--- config.mk ---
export PLATFORM = sky130hd
export DESIGN_NAME = pcache_ctrl
export DESIGN_NICKNAME = d
export VERILOG_FILES = /design/src/rtl/pvr_pkg.sv /design/src/rtl/pcache_ctrl.sv
export SDC_FILE = /design/constraint.sdc
export NUM_CORES = 1
export LEC_CHECK = 0
export ABC_AREA = 1
export CORE_MARGIN = 4
export CORE_UTILIZATION = 50
export CTS_BUF_LIST = sky130_fd_sc_hd__clkbuf_2
export DETAILED_ROUTE_END_ITERATION = 8
export PLACE_DENSITY = 0.88
export SYNTH_ARGS = -nofsm -noshare
export SYNTH_HDL_FRONTEND = slang
export SYNTH_SLANG_ARGS = --single-unit
--- constraint.sdc ---
create_clock -name clock -period 2.2 [get_ports clock]
set_input_delay 0.55 -clock clock [delete_from_list [all_inputs] [get_ports clock]]
set_output_delay 0.55 -clock clock [all_outputs]
set_load 0.01 [all_outputs]
--- src/rtl/pvr_pkg.sv ---
// Shared types for the PVR parameter-cache controller: default geometry,
// port-issue state and the read-return pipe entry.
package pvr_pkg;

    localparam int PCACHE_ENTRIES = 4096;
    localparam int PCACHE_TAG_W   = 12;

    typedef enum logic [1:0] {
        IDLE     = 2'd0,
        ISSUE_WR = 2'd1,
        ISSUE_RD = 2'd2
    } pcache_state_t;

    typedef struct packed {
        logic                    valid;
        logic [PCACHE_TAG_W-1:0] tag;
        logic                    oob;
    } pcache_rd_pipe_t;

endpackage

--- src/rtl/pcache_ctrl.sv ---
// Arbitrates param_buffer's single port between fetcher writes and rasterizer reads; allocates write tags.
// Latency: grant combinational in N, pcache_tag/pcache_write in N+1, rd_valid in N+2; one grant per cycle.
// Backpressure: requests held until acked; reads win unless PCACHE_FAIR_ARB_EN forces a write; full stalls writes.
module pcache_ctrl
    import pvr_pkg::*;
#(
    parameter int ENTRIES      = PCACHE_ENTRIES,
    parameter int TAG_W        = PCACHE_TAG_W,
    parameter int STARVE_LIMIT = 4
) (
    input  logic             clock,
    input  logic             reset,
    input  logic             frame_start,
    input  logic             wr_req,
    output logic             wr_ack,
    output logic [TAG_W-1:0] wr_tag,
    input  logic             rd_req,
    input  logic [TAG_W-1:0] rd_tag,
    output logic             rd_ack,
    output logic             rd_valid,
    output logic [TAG_W-1:0] rd_tag_out,
    output logic             rd_oob,
    output logic [TAG_W-1:0] pcache_tag,
    output logic             pcache_write,
    output logic             full,
    output logic [TAG_W:0]   fill_count
);

    if (ENTRIES != (1 << TAG_W) || STARVE_LIMIT < 1) begin : g_bad_cfg
        $error("pcache_ctrl: ENTRIES must equal 2**TAG_W and STARVE_LIMIT must be >= 1");
    end

    pcache_state_t   state_q, state_d;
    pcache_rd_pipe_t pipe_s1_q, pipe_s2_q;
    logic [TAG_W:0]  fill_q;
    logic [TAG_W-1:0] tag_q;
    logic            rd_grant, wr_grant, wr_pend, force_wr, rd_oob_now;

    // alloc_ptr is the low bits of the fill count: both advance and clear together
    assign full       = (fill_q == (TAG_W+1)'(ENTRIES));
    assign wr_pend    = wr_req && !full;
    assign rd_oob_now = ({1'b0, rd_tag} >= fill_q);

`ifdef PCACHE_FAIR_ARB_EN
    localparam int STARVE_W = $clog2(STARVE_LIMIT + 1);
    logic [STARVE_W-1:0] starve_q;

    assign force_wr = wr_pend && (starve_q >= STARVE_W'(STARVE_LIMIT));

    always_ff @(posedge clock) begin
        if (reset || frame_start || wr_grant || !wr_req) begin
            starve_q <= '0;
        end else if (rd_grant && wr_pend) begin
            starve_q <= starve_q + 1'b1;
        end
    end
`else
    assign force_wr = 1'b0;
`endif

    always_comb begin
        state_d  = IDLE;
        rd_grant = 1'b0;
        wr_grant = 1'b0;
        if (!reset && !frame_start) begin
            if (rd_req && !force_wr) begin
                rd_grant = 1'b1;
                state_d  = ISSUE_RD;
            end else if (wr_pend) begin
                wr_grant = 1'b1;
                state_d  = ISSUE_WR;
            end
        end
    end

    always_ff @(posedge clock) begin
        if (reset) begin
            state_q <= IDLE;
        end else begin
            state_q <= state_d;
        end
    end

    always_ff @(posedge clock) begin
        if (reset) begin
            tag_q     <= '0;
            fill_q    <= '0;
            pipe_s1_q <= '0;
            pipe_s2_q <= '0;
        end else begin
            if (wr_grant) begin
                tag_q <= fill_q[TAG_W-1:0];
            end else if (rd_grant) begin
                tag_q <= rd_tag;
            end

            if (frame_start) begin
                fill_q <= '0;
            end else if (wr_grant) begin
                fill_q <= fill_q + 1'b1;
            end

            pipe_s1_q.valid <= rd_grant;
            if (rd_grant) begin
                pipe_s1_q.tag <= PCACHE_TAG_W'(rd_tag);
                pipe_s1_q.oob <= rd_oob_now;
            end
            pipe_s2_q <= pipe_s1_q;
        end
    end

    assign rd_ack       = rd_grant;
    assign wr_ack       = wr_grant;
    assign wr_tag       = fill_q[TAG_W-1:0];
    assign pcache_tag   = tag_q;
    assign pcache_write = (state_q == ISSUE_WR);
    assign fill_count   = fill_q;
    assign rd_valid     = pipe_s2_q.valid;
    assign rd_tag_out   = TAG_W'(pipe_s2_q.tag);
    assign rd_oob       = pipe_s2_q.oob;

endmodule

==> results.txt, run 1 <==
Die ar.: 7100 µm²
Drt wl/cell: 13.6 µm
Ys Warns: 0
TritonCTS clock tree: done
Routed Antenna Nets: 0
Num Clock Sinks: 55
First-pass GRT wire length: 12,200 µm
Starting Density: 52.1%
Final Util: 68.1%
Final TNS setup: 0 ns
Setup ws final: 0.0823 ns
Worst-Skew Late Latency: 0.44 ns
Worst Skew: 0.0156 ns
Total gr overflow: 0
Max cap viols: 0
Gate power share: 12.6%
# rows: 27
Netlist cell types: 30
Hpwl dp: 5530 µm
Int Power: 0.00146 W
Fill cells: 478
Area contributors post-synth: dfxtp_1 (38%), nand2_1 (16%), nor2_1 (6.1%)
Switching Share: 23.8%
Chip height: 84.2 µm
Port Buffer Count: 71
Cell Count, Final, Fillers Out: 541
Most used DFF post-synth: dfxtp_1
Placed insts: 531
# H-tree levels: 2
Sequential share of power: 54.7%
Status: completed
DP Area: 3690 µm²
Syn Nets: 419
Measured slew at the worst slew-check pin: 0.384 ns
Routability cong.: 0.821
Root buf cell: clkbuf_2
Syn Inst Count: 388
Antenna violations before repair: 0
Switch Pwr: 0.000455 W
Avg Inst Size Synth: 7.49 µm²
Total Routing Usage GR: 21.1%
Vias in the first global route: 2,703
Sequential-to-total area share from yosys stat: 37.9%
Post-synthesis async set-or-reset flop share: 0%
Design area: 3790 µm²
Ant. Diodes: 0
NumNets Final: 499
I/O pin cnt: 72
Post-synth EDFFs: 0
Area leader, netlist: dfxtp_1
Post-Syn Area: 2910 µm²
F_max: 0.472 GHz
Final hold violation count: 0
Hold Buf Count CTS: 0
CP Max Fanout: 2
DRC: 0
Max Slew Vio Count: 0
Share of Yosys cell area claimed by the top area cell type: 37.9%
Share of layout cells above drive strength 1: 20.5%
Via density: 4.89
Crit path DAT: 1.57 ns
RSZ-0062 raised after global routing: no
Pre-CTS setup slack: -0.389 ns
Critical Path End Type: output pin
CORE AREA: 5570 µm²
Crit path kind: flip-flop to output pin
Max clock buf depth: 2
Initial DRT Pass Iterations: 4
Drt initial violations: 142
Most common cell after layout, fill and taps aside: nand2_1
Final setup vio count: 0
Layout area overhead: 30.6%
Final WL: 7340 µm
Peak VDD IR: 0.321 mV
Worst-path clk slew: 0.27 ns
Worst min-delay path class: flip-flop to flip-flop
Vias: 2,645
Slew HR: 74.4%
Most frequent cells in the layout: nand2_1 (122), clkdlybuf4s50_1 (66), dfxtp_1 (52)
Largest net degree at the start of global routing: 34
Power Dens Cells: 504 nW/µm²
Crit start category: flip-flop
Critical Path RT: 1.65 ns
Die Wd: 84.2 µm
Ratio of final minimum period to clock period: 96.3%
#FFs+latches synth: 55
Lkg Pwr: 1.78 nW
Clock group share of total power: 32.7%
CTS Buf Count: 5
Post-route minimum period: 2.12 ns
[layer usage]
metal | up-vias | track usage [%] | share of wire [%] | routed length, µm
met5 | - | 0 | 0 | 0
met4 | 0 | 6.14 | 1.4 | 104
met3 | 9 | 3.63 | 5.3 | 387
met2 | 71 | 38.2 | 51 | 3740
met1 | 1223 | 25.4 | 42 | 3110
li1 | 1342 | - | - | -
[power groups by stage]
stage	Clock, W	Combinational (W)	Sequential (W)
floorplan	0	0.000118	0.00107
global placement	0	0.000231	0.00106
detailed placement	0	0.000239	0.00107
CTS	0.000631	0.000240	0.00105
global route	0.000667	0.000264	0.00105
finish	0.000626	0.000240	0.00105
[repair_timing]
item | in CTS | in global routing
setup buffers | 2 | 0
endpoints found under the setup margin | 3 | 3
resized for setup | 14 | 4
pin swaps | 5 | 0
[through the flow]
step                hold slack, ns  power, W
CTS                          0.436   0.00192
floorplan                    0.388   0.00119
global route                 0.457   0.00198
detailed placement           0.408   0.00130
global placement             0.401   0.00129
finish                       0.434   0.00191
[logic make-up after synthesis]
group                      Yosys count  share of synthesized area (%)
xor gates and xnor gates             6                           1.81
AOI/OAI and AO/OA                   23                           5.98
DFF                                 55                           37.9
and+or+nand+nor                    220                           35.3
buffers and inverters               70                           13.0
adders and majority gates           14                           6.03
[synth_stat cells, types with 2 or more instances]
master and n:
xor2_1 6, a21oi_2 15, nand2_4 8, nand4_1 5, nand3_1 19, o21ai_0 2, nor2_1 47, buf_4 13
inv_1 32, nor2_4 6, nand2_1 122, inv_2 12, nand2_2 8, ha_1 14, buf_6 5, a21oi_1 4
dfxtp_1 55, buf_2 3
[registers in the layout, summed over array words and instances, names as in the netlist]
name and flops:
rd_oob 1, rd_valid 1, state_q 2, pipe_s1_q 14
fill_count 13, rd_tag_out 12, pcache_tag 12
[path summary, 6_finish.rpt]
check / startpoint / end / slack [ns] / depth (start not counted)
worst max-delay path: fill_count[0] / wr_ack / 0.08 / 8
worst min-delay path: pipe_s1_q[2] / rd_tag_out[1] / 0.43 / 2
worst max register to register: fill_count[0] / fill_count[7] / 0.51 / 9
worst min register to register: pipe_s1_q[2] / rd_tag_out[1] / 0.43 / 2
[cell type report]
cell class	count	area, µm²	share of cell area (%)
Multi-Input combinational cell	263	1440	37.9
Sequential cell	55	1100	29.1
Timing Repair Buffer	97	888	23.4
Inverter	46	183	4.81
Tap cell	72	90.1	2.37
Clock inverter	2	60.1	1.58
Clock buffer	6	30.0	0.791
[critical path, stage by stage, from the launching register on]
cell	delay [ns]
dfxtp_2	0.39
inv_2	0.07
ha_4	0.13
nand2_2	0.06
nor2_4	0.11
nand3_4	0.11
nand2_8	0.10
inv_8	0.03
buf_2	0.12
Power figures use the tool's default switching activity.
==> run 2, diff against run 1 <==
CORE_UTILIZATION = 51   (was 50)
PLACE_DENSITY = 0.89   (was 0.88)
==> results.txt, run 2 (same netlist as run 1, synthesis figures left out) <==
Most frequent cells in the layout: nand2_1 (122), clkdlybuf4s50_1 (65), dfxtp_1 (51)
Most flops, register: pipe_s1_q
Status: completed
Max reg flops: 14 (unchanged)
Ratio of final minimum period to clock period: 97.5% (+1.2 points)
Die ar.: 6970 µm² (-1.8%)
Worst-path clk slew: 0.23 ns (-0.04 ns)
Peak VDD IR: 0.269 mV (-16%)
Final setup vio count: 0 (unchanged)
Lkg Pwr: 1.78 nW (about the same)
Port Buffer Count: 71 (unchanged)
Share of layout cells above drive strength 1: 20.3% (-0.17 points)
Setup ws final: 0.0554 ns (-0.0269 ns)
Critical Path RT: 1.65 ns (about the same)
Crit path max-delay cell type: clkdlybuf4s50_1
Reg-to-Reg End: pcache_tag[11]
Final WL: 7210 µm (-1.8%)
Total gr overflow: 0 (unchanged)
Crit start category: primary input
Crit path from: rd_req
Slowest stage delay, CP: 0.47 ns (+0.08 ns)
Vias in the first global route: 2,710 (+0.26%)
Slew HR: 73.9% (-0.50 points)
Drt initial violations: 171 (+20%)
Num Clock Sinks: 55 (unchanged)
Critical Path End Type: output pin
Ant. Diodes: 0 (unchanged)
Drt wl/cell: 13.3 µm (-1.6%)
Gate power share: 13.4% (+0.8 points)
Starting Density: 52.8% (+0.64 points)
Crit path kind: primary input to output pin
Int Power: 0.00133 W (-8.6%)
CORE AREA: 5510 µm² (-1.2%)
Worst-Skew Late Latency: 0.45 ns (about the same)
Max Slew Vio Count: 0 (unchanged)
Post-route minimum period: 2.14 ns (+0.0269 ns)
CP Max Fanout: 3 (+1)
Most common cell after layout, fill and taps aside: nand2_1
Switching Share: 25.0% (+1.3 points)
Hpwl dp: 5380 µm (-2.8%)
Chip height: 83.5 µm (-0.90%)
Switch Pwr: 0.000445 W (-2.1%)
Total Routing Usage GR: 21.2% (+0.14 points)
CTS Buf Count: 5 (unchanged)
Setup slack, reg-to-reg: 0.48 ns (-0.03 ns)
Worst Skew: 0.0303 ns (+0.0147 ns)
# H-tree levels: 2 (unchanged)
Worst reg2reg path depth: 10 (+1)
Max clock buf depth: 2 (unchanged)
Sequential share of power: 58.8% (+4.1 points)
Routed Antenna Nets: 0 (unchanged)
Measured slew at the worst slew-check pin: 0.391 ns (+0.00751 ns)
Largest net degree at the start of global routing: 34 (unchanged)
TritonCTS clock tree: done
DRC: 0 (unchanged)
Layout area overhead: 30.2%
Worst-path cell chain: clkdlybuf4s50_1 > inv_2 > buf_4 > nor2_4 > clkdlybuf4s15_1
Root buf cell: clkbuf_2
Antenna violations before repair: 0 (unchanged)
Final Util: 68.7% (+0.65 points)
Reg-to-Reg Start: fill_count[0]
Via density: 4.95 (+1.3%)
Final hold violation count: 0 (unchanged)
Crit path DAT: 1.59 ns (+0.02 ns)
Die Wd: 83.5 µm (-0.90%)
First-pass GRT wire length: 12,200 µm (-0.28%)
Hold path depth: 2 (unchanged)
Routability cong.: 0.868 (+5.7%)
Worst min-delay path class: flip-flop to flip-flop
# rows: 27 (unchanged)
Initial DRT Pass Iterations: 4 (unchanged)
F_max: 0.466 GHz (-1.3%)
Vias: 2,675 (+1.1%)
Setup crit end: rd_ack
Power Dens Cells: 470 nW/µm² (-6.8%)
Pre-CTS setup slack: -0.397 ns (-0.00857 ns)
Clock group share of total power: 27.7% (-5.0 points)
I/O pin cnt: 72 (unchanged)
RSZ-0062 raised after global routing: no
Max cap viols: 0 (unchanged)
NumNets Final: 499 (unchanged)
==> run 2: cell types whose count changed in the layout (fill, tap and decap cells not counted), sizes merged <==
cell	previous run	this run
clkbuf	8	6
bufinv	2	1
clkdlybuf4s50	66	65
dlymetal6s2s	0	1
clkinvlp	0	1
clkdlybuf4s15	0	1
==> run 2: power by group through the flow <==
stage          logic, W  clock network (W)  registers (W)
3_3_place_gp   0.000227                  0        0.00106
5_1_grt        0.000264           0.000534        0.00105
6_report       0.000239           0.000493        0.00105
3_5_place_dp   0.000236                  0        0.00107
2_1_floorplan  0.000118                  0        0.00107
4_1_cts        0.000237           0.000497        0.00105
==> run 2: repair_timing <==
item                       4_1_cts  5_1_grt
cloned                           0        0
setup endpoints to repair        3        7
hold buffers                     0        0
pin swaps                        5        2
setup buffers                    3        1
gates resized for setup         16        5
==> run 2: per-stage QoR <==
stage	std cells	hold slack, ns	cell area, µm²	setup TNS, ns	power (W)
floorplan	388	0.388	2910	0	0.00119
global placement	529	0.403	3680	-1.15	0.00129
detailed placement	529	0.402	3680	-2.05	0.00130
CTS	539	0.429	3770	0	0.00178
global route	540	0.445	3780	0	0.00185
finish	540	0.427	3780	0	0.00178
==> run 2: cell type report <==
type / instances / area [µm²]
inverters: 46 / 185
clock inverters: 2 / 37.5
well taps: 72 / 90.1
clock buffers: 5 / 25.0
repair buffers: 97 / 902
multi-input cells: 263 / 1440
fillers: 432 / 1720
flip-flops and latches: 55 / 1110
==> run 2: critical path, delay by kind of cell <==
| family | cells | cell delay (ns) |
|---|---|---|
| AND/OR/NAND/NOR | 1 | 0.12 |
| buffers and inverters | 4 | 0.92 |
==> run 2: worst min path at each step <==
stage | endpoint | startpoint
floorplan | rd_valid | pipe_s1_q[13]
global placement | rd_valid | pipe_s1_q[13]
detailed placement | rd_valid | pipe_s1_q[13]
CTS | rd_valid | pipe_s1_q[13]
global route | rd_tag_out[5] | pipe_s1_q[6]
finish | rd_valid | pipe_s1_q[13]
==> run 2: metal layers <==
| metal | share of wire [%] | vias up | global-route usage (%) |
|---|---|---|---|
| li1 | - | 1339 | - |
| met1 | 43 | 1238 | 25.7 |
| met2 | 49 | 84 | 36.3 |
| met3 | 6.1 | 14 | 4.64 |
| met4 | 1.9 | 0 | 8.77 |
| met5 | 0 | - | 0 |
==> run 3, diff against run 2 <==
--- a/config.mk
+++ b/config.mk
@@ -10,4 +10,5 @@
 export CORE_UTILIZATION = 51
 export CTS_BUF_LIST = sky130_fd_sc_hd__clkbuf_2
+export CTS_CLUSTER_DIAMETER = 200
 export DETAILED_ROUTE_END_ITERATION = 8
 export PLACE_DENSITY = 0.89
==> constraint.sdc (replaced) <==
create_clock -name clock -period 2.2 [get_ports clock]
set_input_delay 0.55 -clock clock [delete_from_list [all_inputs] [get_ports clock]]
set_output_delay 0.55 -clock clock [all_outputs]
set_load 0.05 [all_outputs]
==> results.txt, run 3 (same netlist as run 1, synthesis figures left out) <==
Status: completed
Peak VDD IR: 0.259 mV (-3.5%)
Post-route minimum period: 2.18 ns (+0.0381 ns)
Slew HR: 65.7% (-8.2 points)
Die Wd: 83.5 µm (unchanged)
Layout area overhead: 27.7%
Crit start category: flip-flop
Fill cells: 418 (-3.2%)
Routability cong.: 0.894 (+3.0%)
Design area: 3710 µm² (-2.0%)
TritonCTS clock tree: done
Reg-to-Reg Start: fill_count[10]
Worst-Skew Late Latency: 0.44 ns (about the same)
F_max: 0.458 GHz (-1.7%)
Final setup vio count: 0 (unchanged)
Power Dens Cells: 468 nW/µm² (-0.38%)
Critical Path End Type: output pin
RSZ-0062 raised after global routing: yes
Drt wl/cell: 13.4 µm (+0.74%)
Ratio of final minimum period to clock period: 99.2% (+1.7 points)
Crit path from: fill_count[4]
Max cap viols: 0 (unchanged)
CTS Buf Count: 5 (unchanged)
Total Routing Usage GR: 20.5% (-0.69 points)
Crit path DAT: 1.63 ns (+0.04 ns)
Final hold violation count: 0 (unchanged)
Max Slew Vio Count: 0 (unchanged)
Crit path max-delay cell type: dfxtp_1
NumNets Final: 489 (-2.0%)
Max reg flops: 14 (unchanged)
DRC: 0 (unchanged)
Routed Antenna Nets: 0 (unchanged)
Total gr overflow: 0 (unchanged)
Lkg Pwr: 2.12 nW (+19%)
Met2 Use GR: 35.1% (-1.2 points)
DP Area: 3590 µm² (-2.2%)
# rows: 27 (unchanged)
Num Clock Sinks: 55 (unchanged)
Chip height: 83.5 µm (unchanged)
Starting Density: 52.8% (unchanged)
Via density: 4.92 (-0.70%)
Root buf cell: clkbuf_2
Die ar.: 6970 µm² (unchanged)
CP Max Fanout: 7 (+4)
CORE AREA: 5510 µm² (unchanged)
Port Buffer Count: 71 (unchanged)
Vias: 2,612 (-2.4%)
Measured slew at the worst slew-check pin: 0.514 ns (+0.123 ns)
Met3 Use GR: 4.15% (-0.49 points)
Most flops, register: pipe_s1_q
Most frequent cells in the layout: nand2_1 (122), dfxtp_1 (51), nor2_1 (47)
Worst min-delay path class: flip-flop to flip-flop
Final TNS setup: 0 ns (unchanged)
Placed insts: 521 (-1.5%)
Max clock buf depth: 2 (unchanged)
Initial DRT Pass Iterations: 4 (unchanged)
Slowest stage delay, CP: 0.45 ns (-0.02 ns)
Busiest grt layer: met2
Worst-path clk slew: 0.26 ns (+0.03 ns)
Most common cell after layout, fill and taps aside: nand2_1
Cell Count, Final, Fillers Out: 531 (-1.7%)
First-pass GRT wire length: 11,700 µm (-4.0%)
Ant. Diodes: 0 (unchanged)
HP Start: pipe_s1_q[12]
Critical Path RT: 1.65 ns (about the same)
Worst Skew: 0.0231 ns (-0.00719 ns)
Final WL: 7140 µm (-0.94%)
Hpwl dp: 5330 µm (-0.99%)
Crit path kind: flip-flop to output pin
I/O pin cnt: 72 (unchanged)
Largest net degree at the start of global routing: 25 (-26%)
Antenna violations before repair: 0 (unchanged)
Vias in the first global route: 2,581 (-4.8%)
Share of layout cells above drive strength 1: 24.8% (+4.5 points)
Worst-path cell chain: inv_2 > nand2_2 > nor2_4 > nand3_4 > nand2_8 > inv_8 > buf_12
Hold Buf Count CTS: 0 (unchanged)
Drt initial violations: 186 (+8.8%)
# H-tree levels: 2 (unchanged)
GRT met1 Usage: 25.4% (-0.36 points)
run 3: critical path: cells and delay by family, from the launching register on:
kind	cells	cell delay [ns]
buf+inv	3	0.29
flops	1	0.45
simple gates	4	0.45
run 3: metal layers:
layer / wire, µm / up-vias / part of all wire [%]
met5: 0 / - / 0
met4: 156 / 0 / 2.2
met3: 392 / 16 / 5.5
met2: 3410 / 92 / 48
met1: 3180 / 1186 / 45
li1: - / 1318 / -
run 3: final timing paths:
| check | to | slack (ns) | cells after the start |
|---|---|---|---|
| worst max register to register | pipe_s1_q[0] | 0.46 | 10 |
| worst min register to register | rd_tag_out[11] | 0.44 | 2 |
| worst min-delay path | rd_tag_out[11] | 0.44 | 2 |
| worst max-delay path | wr_ack | 0.02 | 7 |
run 3: layout make-up:
cell class,count,area (µm²),area share [%]
clock buffers,6,30.0,0.809
multi-input cells,263,1450,39.0
flip-flops and latches,55,1110,29.8
inverters,46,183,4.92
repair buffers,87,841,22.7
clock inverters,2,12.5,0.337
well taps,72,90.1,2.43
run 3: timing repair:
item | 4_1_cts | 5_1_grt
buffers inserted | 2 | 0
resized for setup | 16 | 22
pin swaps | 4 | 4
endpoints found under the setup margin | 10 | 20
hold endpoints to repair | 0 | 0
cloned | 0 | 0
run 3: stage by stage:
| stage | worst slack, ns | utilization (%) | hold slack (ns) | total power [W] |
|---|---|---|---|---|
| after floorplan | 0.0456 | - | 0.388 | 0.00126 |
| final | 0.0174 | 67.4 | 0.437 | 0.00174 |
| after CTS | 0.000196 | 66.3 | 0.409 | 0.00174 |
| after global routing | -0.0822 | 67.4 | 0.448 | 0.00181 |
| after global placement | 0.00396 | 65.3 | 0.392 | 0.00136 |
| after detailed placement | -0.0219 | 65.3 | 0.408 | 0.00137 |
run 3: report_power, final:
group          total [W]  switching [W]  leakage, nW  internal, W
clock network   0.000388       0.000307       0.0290    0.0000808
logic           0.000304       0.000194         1.64     0.000110
registers        0.00104      0.0000106        0.450      0.00103
